[src/rtl/hex_dump_pkg.sv]
`default_nettype none
// ============================================================================
//  Module      : hex_dump_pkg
//  Description : Shared state encoding and ASCII constants for the hex-dump
//                line transmitter and its nibble-to-ASCII helper.
//  Revision    : 1.0 - initial release
// ============================================================================
package hex_dump_pkg;

    // Line-emission states; SP is only reachable when digit grouping is built in.
    typedef enum logic [2:0] {
        ST_IDLE = 3'd0,
        ST_HEX  = 3'd1,
        ST_CR   = 3'd2,
        ST_LF   = 3'd3,
        ST_SP   = 3'd4
    } state_e;

    localparam logic [7:0] ASCII_CR   = 8'h0D;
    localparam logic [7:0] ASCII_LF   = 8'h0A;
    localparam logic [7:0] ASCII_SP   = 8'h20;
    localparam logic [7:0] ASCII_0    = 8'h30;
    localparam logic [7:0] ASCII_A_UC = 8'h41;
    localparam logic [7:0] ASCII_A_LC = 8'h61;

endpackage : hex_dump_pkg
`default_nettype wire

[src/rtl/hex_dump_tx_nibble_to_ascii.sv]
`default_nettype none
// ============================================================================
//  Module      : nibble_to_ascii
//  Description : Combinational 4-bit value to ASCII hex digit.
//  Ports       : i_nibble [3:0] in  - value 0..15
//                o_ascii  [7:0] out - '0'..'9', then 'A'..'F' or 'a'..'f'
//  Parameters  : UPPERCASE - nonzero selects 'A'..'F', zero selects 'a'..'f'
//  Revision    : 1.0 - initial release
// ============================================================================
module nibble_to_ascii
    import hex_dump_pkg::*;
#(
    parameter int UPPERCASE = 1
) (
    input  logic [3:0] i_nibble,
    output logic [7:0] o_ascii
);

    localparam logic [7:0] ALPHA_BASE = (UPPERCASE != 0) ? ASCII_A_UC : ASCII_A_LC;

    always_comb begin
        o_ascii = ASCII_0 + {4'd0, i_nibble};
        if (i_nibble > 4'd9) begin
            o_ascii = ALPHA_BASE + {4'd0, i_nibble} - 8'd10;
        end
    end

endmodule : nibble_to_ascii
`default_nettype wire

[src/rtl/hex_dump_tx.sv]
`default_nettype none
// ============================================================================
//  Module      : hex_dump_tx
//  Description : Captures a wide word and streams it to a UART as one ASCII
//                hex line: digits MSB nibble first, then CR, LF. One
//                character advances per i_tx_ready pulse.
//  Ports       : clk        in   clock, rising edge
//                RESET      in   asynchronous active-low reset
//                i_valid    in   word offered on i_word
//                i_word     in   word to dump, sampled on acceptance only
//                o_in_ready out  block idle and able to accept a word
//                o_tx_data  out  registered character for the UART
//                o_tx_valid out  o_tx_data holds a real character
//                i_tx_ready in   one-cycle pulse, UART takes o_tx_data
//                o_busy     out  line in progress
//  Parameters  : WORD_BITS (multiple of 4, >= 8), UPPERCASE, IDLE_CHAR
//  Build macro : HEX_DUMP_GROUP_EN - insert a space after every 4 digits
//                (except after the last group)
//  Revision    : 1.0 - initial release
// ============================================================================
module hex_dump_tx
    import hex_dump_pkg::*;
#(
    parameter int         WORD_BITS = 96,
    parameter int         UPPERCASE = 1,
    parameter logic [7:0] IDLE_CHAR = 8'h00
) (
    input  logic                 clk,
    input  logic                 RESET,
    input  logic                 i_valid,
    input  logic [WORD_BITS-1:0] i_word,
    output logic                 o_in_ready,
    output logic [7:0]           o_tx_data,
    output logic                 o_tx_valid,
    input  logic                 i_tx_ready,
    output logic                 o_busy
);

    localparam int NIBBLES = WORD_BITS / 4;
    localparam int CNT_W   = (NIBBLES > 1) ? $clog2(NIBBLES) : 1;
    localparam logic [CNT_W-1:0] CNT_LAST = CNT_W'(NIBBLES - 1);

    state_e                 state_q, state_d;
    logic [CNT_W-1:0]       cnt_q,   cnt_d;
    logic [WORD_BITS-1:0]   word_q,  word_d;
    logic [7:0]             data_q,  data_d;
    logic [3:0]             nibble;
    logic [7:0]             digit;

`ifdef HEX_DUMP_GROUP_EN
    // Digits already sent in the current group of four.
    logic [1:0]             grp_q,   grp_d;
`endif

    // ------------------------------------------------------------------
    // State and datapath registers
    // ------------------------------------------------------------------
    always_ff @(posedge clk or negedge RESET) begin
        if (!RESET) begin
            state_q <= ST_IDLE;
            cnt_q   <= '0;
            word_q  <= '0;
            data_q  <= IDLE_CHAR;
`ifdef HEX_DUMP_GROUP_EN
            grp_q   <= 2'd0;
`endif
        end else begin
            state_q <= state_d;
            cnt_q   <= cnt_d;
            word_q  <= word_d;
            data_q  <= data_d;
`ifdef HEX_DUMP_GROUP_EN
            grp_q   <= grp_d;
`endif
        end
    end

    // ------------------------------------------------------------------
    // Next-state logic
    // ------------------------------------------------------------------
    always_comb begin
        state_d = state_q;
        cnt_d   = cnt_q;
        word_d  = word_q;
`ifdef HEX_DUMP_GROUP_EN
        grp_d   = grp_q;
`endif
        case (state_q)
            ST_IDLE: begin
                if (i_valid) begin
                    state_d = ST_HEX;
                    cnt_d   = CNT_LAST;
                    word_d  = i_word;
`ifdef HEX_DUMP_GROUP_EN
                    grp_d   = 2'd0;
`endif
                end
            end
            ST_HEX: begin
                if (i_tx_ready) begin
                    if (cnt_q == '0) begin
                        state_d = ST_CR;
                    end else begin
                        cnt_d = cnt_q - CNT_W'(1);
`ifdef HEX_DUMP_GROUP_EN
                        // Groups count from the first digit sent, so a
                        // short leading group never occurs.
                        grp_d = grp_q + 2'd1;
                        if (grp_q == 2'd3) begin
                            state_d = ST_SP;
                        end
`endif
                    end
                end
            end
`ifdef HEX_DUMP_GROUP_EN
            ST_SP: begin
                if (i_tx_ready) begin
                    state_d = ST_HEX;
                end
            end
`endif
            ST_CR: begin
                if (i_tx_ready) begin
                    state_d = ST_LF;
                end
            end
            ST_LF: begin
                // Back to IDLE only; a waiting word is taken next cycle.
                if (i_tx_ready) begin
                    state_d = ST_IDLE;
                end
            end
            default: begin
                state_d = ST_IDLE;
            end
        endcase
    end

    // ------------------------------------------------------------------
    // Output logic. The character is computed from the *next* state so
    // that o_tx_data can be a plain register that only changes on an
    // advance and shows the first digit right after acceptance.
    // ------------------------------------------------------------------
    assign nibble = word_d[{cnt_d, 2'b00} +: 4];

    nibble_to_ascii #(
        .UPPERCASE (UPPERCASE)
    ) u_nibble_to_ascii (
        .i_nibble (nibble),
        .o_ascii  (digit)
    );

    always_comb begin
        data_d = IDLE_CHAR;
        case (state_d)
            ST_HEX:  data_d = digit;
            ST_CR:   data_d = ASCII_CR;
            ST_LF:   data_d = ASCII_LF;
`ifdef HEX_DUMP_GROUP_EN
            ST_SP:   data_d = ASCII_SP;
`endif
            default: data_d = IDLE_CHAR;
        endcase
    end

    assign o_tx_data  = data_q;
    assign o_tx_valid = (state_q != ST_IDLE);
    assign o_busy     = (state_q != ST_IDLE);
    assign o_in_ready = (state_q == ST_IDLE);

endmodule : hex_dump_tx
`default_nettype wire

[config.mk]
export PLATFORM = sky130hd
export DESIGN_NAME = hex_dump_tx
export DESIGN_NICKNAME = d
export VERILOG_FILES = /design/src/rtl/hex_dump_pkg.sv /design/src/rtl/hex_dump_tx_nibble_to_ascii.sv /design/src/rtl/hex_dump_tx.sv
export SDC_FILE = /design/constraint.sdc
export NUM_CORES = 1
export LEC_CHECK = 0
export ABC_AREA = 1
export BUFFER_PORTS_ARGS = -buffer_cell sky130_fd_sc_hd__buf_2
export CAP_MARGIN = 5
export CORE_MARGIN = 1
export CORE_UTILIZATION = 59
export CTS_CLUSTER_DIAMETER = 150
export CTS_CLUSTER_SIZE = 30
export DETAILED_ROUTE_END_ITERATION = 12
export GPL_TIMING_DRIVEN = 0
export PLACE_DENSITY = 0.91
export SLEW_MARGIN = 30
export SYNTH_ARGS = -nofsm -noshare
export SYNTH_HDL_FRONTEND = slang
export SYNTH_SLANG_ARGS = --single-unit
[constraint.sdc]
create_clock -name clk -period 6 [get_ports clk]
set_input_delay 0.6 -clock clk [delete_from_list [all_inputs] [get_ports clk]]
set_output_delay 0.6 -clock clk [all_outputs]
set_load 0.02 [all_outputs]
==> flow_summary.yaml <==
status:
  status: "finished clean"
clock_network:
  cts-root-buf: "clkbuf_8"
  post_cts_resize_count: 0
  cts.clk_slew.worst_paths_ns: 0.11
  clock-sinks: 111
  h-tree-depth: 3
  insertion_delay_ns: 0.38
  cts_tree: "done"
  hold_buffers: 0
  numCtsBuffers: 9
  clockBufferDepth: 2
  postCtsSetupBuffers: 0
placement:
  globalplace.congestion: 0.934
  place_ws_ns: 2.41
  port_buffers: 108
  hpwlAfterDp_mm: 11.1
power_and_ir_drop:
  ir_drop_mv: 0.150
  p_leak_nw: 3.64
  p_per_area_mw_per_mm2: 303
worst_setup_path:
  critPathCaptureType: "flop"
  arrival_ns: 3.71
  crit_buf_inv: 4
  worst_path_max_delay_cell: "dfrtp_1"
  cp_data_required_time_ns: 6.28
  cpMostUsedCell: "nand2_1"
  critPathKind: "flop to flop"
  crit_family: "simple AND/OR/NAND/NOR gates"
  crit_path_max_incr_delay_ns: 0.45
  crit_fanout: 10
  startpoint_type: "flop"
  crit_chain: "inv_1, ha_1, inv_1, nor3_2, a31oi_2, a21oi_1, buf_2, nand3_1, nand3_1, nand2_1, nand2_1, o21ai_1, ha_1, or2_2, nand3_2, nand2_2, inv_2, nand2_1, nand2_1, nand2_1"
global_route:
  antenna_found_initial: 0
  grt_pass1_wl_mm: 24.3
  grt_pass1_vias: 5134
  grt_max_degree: 73
  track_usage_pct: 30.8
  overflow: 0
synthesis:
  async_flop_share_pct: 100
  synth_seq_cells: 111
  ys_seq_area_share_pct: 46.4
  yosys.area.top_type: "dfrtp_1"
  synth.most_common_cell: "nand2_1"
  synth-edff-count: 0
  yosys.area_share.simple_pct: 30.9
  muxShareOfSynthArea_pct: 0.502
  syn_avg_cell_area_sq_um: 7.74
  synthAdderAreaFrac_pct: 0.628
  postSynthCellCount: 773
  ys_warn_count: 0
  synth_top_family_by_area: "simple AND/OR/NAND/NOR gates"
  ys_top_cells_by_area: "dfrtp_1, nand2_1, inv_1"
  syn_area_sq_mm: 0.00598
  synth_xor_area_share_pct: 0.146
  synth_compound_area_share_pct: 9.10
  synth_ff_type: "dfrtp_1"
  synth_commonest_cells: "nand2_1, inv_1, dfrtp_1"
  synth_top_area_share_pct: 46.4
  synth_cell_types: 37
final_layout:
  layout-drive-gt1-share_pct: 22.6
  antenna_cells: 0
  syn2layout_area_growth_pct: 16.3
  layout.nets: 997
sta:
  slew_viol_final: 0
  rsz0062_at_grt: "false"
  fmax_ghz: 0.291
  finalSetupTns_ns: 0
  hold_viol: 0
  period_share_pct: 57.2
  worst_slack_ns: 2.57
  tightest_slew_ns: 0.560
  max-slew-margin-rel_pct: 62.6
  min_period_ns: 3.43
  skew_ns: 0.00855
  setup_violations: 0
floorplan:
  die_h_um: 103
  die_w_um: 103
  rows: 36
  io_pins: 111
  start_util_pct: 60.9
  fp.coreArea_sq_mm: 0.00982
  die_area_sq_mm: 0.0105
routing:
  drtIter0Drc: 361
  vias_per_cell: 5.36
  ant_nets: 0
  drc_errors: 0
  vias: 5533
  drt-pass1-iter-count: 4
  wl_per_cell_um: 14.7
  wl_mm: 15.2
min_path:
  hold_class: "primary input to async pin"
job:
  cap_violations: 0
cells in the final DEF (no fill, tap or decap), drive strengths merged:
cell type / count
nand2: 198
buf: 134
inv: 132
dfrtp: 111
nand3: 80
o21ai: 70
or2: 58
nand4: 29
clkbuf: 26
nor2: 16
o211ai: 12
a21oi: 9
clkinv: 4
mux2i: 3
ha: 3
nand3b: 2
conb: 2
bufinv: 2
a31oi: 2
nor3: 1
o31ai: 1
xor2: 1
a22oi: 1
a32oi: 1
clkinvlp: 1
routing by layer:
layer	vias to the layer above	part of all wire [%]	global-route usage [%]
li1	2665	-	-
met1	2594	44	40.9
met2	239	47	50.8
met3	35	6.7	4.14
met4	0	2.8	13.5
met5	-	0	0
per-stage QoR:
step	util (%)	total power, W	hold slack [ns]	area (sq um)	cells
2_1_floorplan	-	0.00140	0.304	5980	774
3_5_place_dp	68.5	0.00160	0.463	6730	1016
5_1_grt	70.8	0.00223	0.134	6960	1032
3_3_place_gp	68.1	0.00157	0.458	6690	1015
4_1_cts	70.8	0.00210	0.125	6960	1032
6_report	70.8	0.00211	0.111	6960	1032
cells by family (layout without fill, tap and decap cells):
family	after synthesis	in the layout
mux	3	3
compound gates	96	96
fa+ha+maj	3	3
buf+inv	174	299
xor+xnor	1	1
simple gates	384	384
other cells	1	2
flops	111	111
state kept, by name, indices dropped and copies added, names as in the netlist:
register and flops:
cnt_q 5, o_tx_data 7, state_q 3, word_q 96
final cells by class:
| class | instances | area, sq um |
|---|---|---|
| Multi-Input combinational cell | 489 | 2480 |
| Clock buffer | 10 | 138 |
| Fill cell | 830 | 2860 |
| Clock inverter | 6 | 93.8 |
| Buffer | 41 | 229 |
| Timing Repair Buffer | 109 | 574 |
| Tap cell | 133 | 166 |
| Inverter | 133 | 499 |
| Sequential cell | 111 | 2780 |
final timing paths:
| kind | from | to | slack (ns) | depth (start not counted) |
|---|---|---|---|---|
| max in group asynchronous | RESET | word_q[21] | 5.20 | 2 |
| max | cnt_q[0] | o_tx_data[3] | 2.57 | 20 |
| min in group clk | i_word[6] | word_q[6] | 0.45 | 3 |
| min | RESET | word_q[38] | 0.11 | 1 |
| min reg2reg | word_q[6] | word_q[6] | 0.49 | 2 |
| max reg2reg | cnt_q[0] | o_tx_data[3] | 2.57 | 20 |
power by group:
group          internal (W)  switching [W]  leakage, nW
registers          0.000885      0.0000438         1.26
logic              0.000240       0.000431         2.27
clock network      0.000249       0.000262        0.113
total               0.00137       0.000737         3.64
Power figures use the tool's default switching activity.
